$ cat src/rtl/reporte_ciclos.sv
// reporte_ciclos: on each halt, captures the cycle count and sends it over UART as
// a header byte followed by the zero-extended count, most significant byte first.
module reporte_ciclos #(
  parameter int CONTADOR_LENGTH = 11,
  parameter int DATA_LENGTH = 8,
  parameter logic [DATA_LENGTH-1:0] HEADER_BYTE = 8'hA5
) (
  input  logic                       i_clock,
  input  logic                       i_reset,
  input  logic [CONTADOR_LENGTH-1:0] i_cuenta,
  input  logic                       i_halt,
  input  logic                       i_tx_done,
  output logic                       o_tx_start,
  output logic [DATA_LENGTH-1:0]     o_tx_data,
  output logic                       o_busy,
  output logic                       o_done
);
  localparam int NUM_BYTES = (CONTADOR_LENGTH + 7) / 8;
  localparam int CW = NUM_BYTES * 8;
  localparam int IW = $clog2(NUM_BYTES + 1);
  typedef enum logic [1:0] {IDLE, SEND, WAIT_TX, DONE} state_t;
  state_t state;
  logic [CW-1:0] cuenta;
  logic [IW-1:0] idx;
  logic [DATA_LENGTH-1:0] next_byte;
  // idx counts frame bytes already sent: 0 is the header, k is count byte k (MSB first)
  always_comb begin
    next_byte = HEADER_BYTE;
    for (int k = 1; k <= NUM_BYTES; k++)
      if (int'(idx) + 1 == k) next_byte = cuenta[(NUM_BYTES-k)*8 +: DATA_LENGTH];
  end
  always_ff @(posedge i_clock or posedge i_reset)
    if (i_reset) begin
      state      <= IDLE;
      cuenta     <= '0;
      idx        <= '0;
      o_tx_start <= 1'b0;
      o_tx_data  <= '0;
      o_busy     <= 1'b0;
      o_done     <= 1'b0;
    end else
      case (state)
        IDLE:
          if (i_halt) begin
            cuenta     <= CW'(i_cuenta);
            idx        <= '0;
            o_tx_start <= 1'b1;
            o_tx_data  <= HEADER_BYTE;
            o_busy     <= 1'b1;
            state      <= SEND;
          end
        SEND: begin
          o_tx_start <= 1'b0;
          state      <= WAIT_TX;
        end
        WAIT_TX:
          if (i_tx_done) begin
            if (int'(idx) == NUM_BYTES) begin
              o_busy <= 1'b0;
              o_done <= 1'b1;
              state  <= DONE;
            end else begin
              idx        <= idx + IW'(1);
              o_tx_data  <= next_byte;
              o_tx_start <= 1'b1;
              state      <= SEND;
            end
          end
        default:
          if (!i_halt) begin
            o_done <= 1'b0;
            state  <= IDLE;
          end
      endcase
endmodule

$ cat config.mk
export PLATFORM = sky130hd
export DESIGN_NAME = reporte_ciclos
export DESIGN_NICKNAME = d
export VERILOG_FILES = /design/src/rtl/reporte_ciclos.sv
export SDC_FILE = /design/constraint.sdc
export NUM_CORES = 1
export LEC_CHECK = 0
export CORE_ASPECT_RATIO = 1.5
export CORE_MARGIN = 2
export CORE_UTILIZATION = 30
export DETAILED_ROUTE_END_ITERATION = 12
export GPL_TIMING_DRIVEN = 0
export PLACE_DENSITY = 0.52
export SYNTH_ARGS = -nofsm -noshare
export SYNTH_HDL_FRONTEND = slang
export SYNTH_SLANG_ARGS = --single-unit
$ cat constraint.sdc
create_clock -name i_clock -period 2.1 [get_ports i_clock]
set_input_delay 0.21 -clock i_clock [delete_from_list [all_inputs] [get_ports i_clock]]
set_output_delay 0.21 -clock i_clock [all_outputs]
set_load 0.02 [all_outputs]
### After elaboration in Yosys (flattened, before gate mapping)

Index checks and enable logic that the tools add are counted.

* flip-flop bits (word level): 26
* input bits: 15
* output and inout port bits: 11
* logic and storage cells: 57

* $add $sub $neg: 2
* equal/unequal tests: 11
* mux-type cells: 26
* bitwise operators: 1
* reductions and logical operators: 10

Operators with widths (count)
* 8-bit 2-to-1 mux: 5
* 32-bit by 2-bit equality test with 1-bit output, second input constant: 1
* 8-bit case mux with 2 select lines: 1
* 4-bit AND reduction: 4
* 2-bit 2-to-1 mux: 7
* 1-bit 2-to-1 mux: 8
* 2-bit inequality test, second input constant: 4
* 2-bit case mux with 3 select lines: 1
* 2-bit equality test, second input constant: 2
* 4-bit by 1-bit inequality test with 1-bit output, second input constant: 1
* 1-bit case mux with 2 select lines: 2
* 2-bit case mux with 2 select lines: 1
* 2-bit by 1-bit adder with 3-bit output, second input constant: 1
* 3-bit by 2-bit equality test with 1-bit output, second input constant: 1
* 1-bit case mux with 3 select lines: 1
* 3-bit AND reduction: 1
* 3-bit nonzero test: 1
* 2-bit by 1-bit adder with 2-bit output, second input constant: 1
* 2-bit by 1-bit equality test with 1-bit output, second input constant: 1
* 2-bit logical NOT: 1
* 2-bit by 1-bit inequality test with 1-bit output, second input constant: 1
* 2-bit AND reduction: 1
* 2-bit nonzero test: 1
* 2-bit OR reduction: 1
* 1-bit inverter: 1

### Logic depth before layout (Yosys ltp)

* depth after elaboration: 7
* depth in mapped cells: 6
* depth with buffers taken out: 5

### Worst setup path after synthesis

OpenSTA, ideal clock, no wires.

* kind: flip-flop to flip-flop
* from: register idx[0]
* to: register o_tx_data[0]
* library setup time: 125 ps
* arrival: 1413 ps
* required time: 1975 ps
* slack: 562 ps
* cell stages (with the launch flop): 6
* path buffers: 0
* clock period less this slack: 1538 ps
* cell sequence: dfrtp_1 inv_1 ha_1 nor2_2 a31oi_4 mux2_2

* longest elaborated chain between the ends: 7
* elaborated cells between the ends (all ways): 11
* those cells by class: add/sub: 1; eq/ne: 4; mux: 5; reduce/logical: 1

Ends and longest elaborated chain
* from (decl): line 24 `logic [IW-1:0] idx;`
* from (signal assigned): line 63 `idx <= idx + IW'(1);`
* 2-bit by 1-bit adder with 3-bit output: line 30 `if (int'(idx) + 1 == k) next_byte = cuenta[(NUM_BYTES-k)*8 +: DATA_LENGTH];`
* 32-bit by 2-bit equality test with 1-bit output: line 30
* 8-bit 2-to-1 mux (2 in series): line 30
* 8-bit 2-to-1 mux: line 58 `if (int'(idx) == NUM_BYTES) begin`
* 8-bit 2-to-1 mux: line 57 `if (i_tx_done) begin`
* 8-bit case mux with 2 select lines: line 42 `case (state)`
* to (signal assigned): line 64 `o_tx_data <= next_byte;`
* to (decl): line 14 `output logic [DATA_LENGTH-1:0] o_tx_data,`

Parallel ways exist; a longest one is shown, timed or not. The select of a mux whose other input is x is not followed.
A chain may end at the register's enable or synchronous reset.

### Worst setup path in the final report

* from: register idx[0]
* to: register o_tx_data[2]

The elaborated chain is that of the path after synthesis.

==> impl_metrics.ini <==
[clock_network]
cts_resized = 0
cts-root-buf = clkbuf_8
clk_pin_slew_worst_paths_ns = 0.10
cts_tree = done
hold_buffers = 0
cts.sinks = 26
post-cts-setup-buffer-count = 0
cts_buffer_depth = 2
h-tree-depth = 1
clk_latency_ns = 0.27
cts_inserted_buffers = 3

[min_path]
hold_class = in2async

[cells_and_area]
diodes = 0
fin_cells = 171
fin_util_pct = 40.58
regArea_um2 = 650.6
fin_nets = 146
fillers = 413
drive_gt1_share_pct = 24.60
multi_input_area_um2 = 528.0
final_cell_mix = dfrtp_1, clkdlybuf4s50_1, mux2_2
area_delta_synth_final_pct = 29.05
layout.cells.most_common = dfrtp_1
fin_area_um2 = 1607

[setup_path]
cp_slowest_cell = a31oi_4
endpoint_kind = flip-flop
max_stage_delay_ns = 0.43
r2r-end = o_tx_data[2]$_DFFE_PP0P_
crit_fanout = 10
path_delay_family = compound AO/OA/AOI/OAI gates
critPathKind = reg2reg
regToRegStartpoint = idx[0]$_DFFE_PP0P_
reg2reg_slack_ns = 0.36
worstPathArrival_ns = 1.89
worstPathRequired_ns = 2.25
crit_path_start_kind = flip-flop
critPathBufInv = 1
reg2reg_depth = 5
crit_path_cell_trace = inv_1 > ha_1 > nor2_2 > a31oi_4 > mux2_2

[power]
powerDensity_nw_per_um2 = 1346
power.leakage_nw = 0.6916
p_total_w = 0.002163
peakVddDrop_v = 0.0005680

[grt]
gr-usage-all-layers_pct = 10.99
grt_pass1_wl_mm = 4.091
grt_antenna_before_repair = 0
grt_pass1_vias = 875
grt_start_max_net_pins = 27
overflow = 0

[synth]
avgSynthCellArea_um2 = 12.83
yosys.area.top_type_share_pct = 52.26
ys_seq_area_share_pct = 52.26
async_flop_share_pct = 100.0
synth-main-ff-cell = dfrtp_1
synth_edf_count = 0
synth_cell_type_count = 25
synth.area.top_cells = dfrtp_1, mux2_2, mux2i_1
ys_ff_latch = 26
synth.largest_area_cell = dfrtp_1
synthCells = 97
yosysWarnings = 0
syn_area_um2 = 1245
synth_nets = 116

[placement]
port_buffers = 25
hpwl_mm = 1.656
placedCellCount = 167
place_area_um2 = 1551
gp_congestion = 0.7226

[die]
io_pins = 26
die_area_um2 = 4691
coreArea_um2 = 3959
die_w_um = 56.60
die_h_um = 82.90
start_util_pct = 31.45
num_rows = 28

[drt]
drt_iter0_markers = 16
vias = 828
remaining_drc_errors = 0
drt-pass1-iter-count = 4
wl_per_cell_um = 13.72
drt_wl_total_mm = 2.346
drtAntennaViolNets = 0
via_per_inst = 4.842

[sta]
rsz0062_at_grt = no
setup_viol = 0
fmax_ghz = 0.5747
tightest_slew_ns = 1.010
tns_ns = 0
finalMaxSlewViolations = 0
relSlewSlack_pct = 32.58
hold_viol_final = 0
period_needed_ns = 1.740
finalClockSkew_ns = 0.01453
period_share_pct = 82.86

[status]
status = finished, final reports clean

[flow_run]
maxCapViolations = 0
## synthesized netlist by cell type (all sizes together), types with 2 or more instances
| cell | n |
|---|---|
| a21oi | 4 |
| a31oi | 2 |
| and3 | 3 |
| buf | 5 |
| dfrtp | 26 |
| ha | 4 |
| inv | 6 |
| mux2 | 19 |
| mux2i | 6 |
| nand2 | 5 |
| nand3 | 5 |
| nor2 | 2 |
| o21ai | 2 |
## worst max path at each step
stage	start	end	slack (ns)	depth (start not counted)
global placement	i_halt	o_tx_data[2]$_DFFE_PP0P_	0.25	4
floorplan	idx[0]$_DFFE_PP0P_	o_tx_data[0]$_DFFE_PP0P_	0.56	5
global route	idx[0]$_DFFE_PP0P_	o_tx_data[4]$_DFFE_PP0P_	0.25	5
detailed placement	i_halt	o_tx_data[2]$_DFFE_PP0P_	0.25	4
finish	idx[0]$_DFFE_PP0P_	o_tx_data[2]$_DFFE_PP0P_	0.36	5
CTS	idx[0]$_DFFE_PP0P_	o_tx_data[2]$_DFFE_PP0P_	0.33	5
## layer usage
layer	vias up	routed length, um	GRT usage, %
li1	391	-	-
met1	407	1022	13.20
met2	26	1171	18.60
met3	4	119	2.492
met4	0	33	4.329
met5	-	0	0
## area by class of cell
type,count,share of cell area [%]
Sequential cell,26,40.50
Multi-Input combinational cell,60,32.87
Timing Repair Buffer,25,15.58
Tap cell,45,3.505
Clock buffer,4,3.427
Buffer,5,2.726
Inverter,6,1.402
## flip-flops by register name, summed over array words and instances (netlist names)
name and cells:
o_busy 1, cuenta 11, o_done 1, state 2, idx 2, o_tx_data 8
o_tx_start 1
## per-stage QoR
| stage | setup WS [ns] | hold WS (ns) |
|---|---|---|
| final | 0.3599 | 0.4686 |
| after global routing | 0.2483 | 0.5260 |
| after CTS | 0.3272 | 0.5108 |
| after detailed placement | 0.2457 | 0.4903 |
| after global placement | 0.2503 | 0.4855 |
| after floorplan | 0.5622 | 0.2500 |
## cell families after synthesis
group / count (synthesis) / share of synthesized area [%]
flip-flops: 26 / 52.26
multiplexers: 25 / 22.31
AND/OR/NAND/NOR: 20 / 9.449
AO/OA/AOI/OAI: 11 / 6.634
buffers and inverters: 11 / 5.326
adder cells (fa/ha/maj): 4 / 4.020
## power by group
part | leakage (nW) | internal, W | switching (W) | total (W)
logic | 0.352 | 0.000532 | 0.000491 | 0.00102
clock network | 0.0288 | 0.000168 | 0.000158 | 0.000325
registers | 0.311 | 0.000708 | 0.000107 | 0.000815
Note: power is estimated with default switching activity, not from simulation.
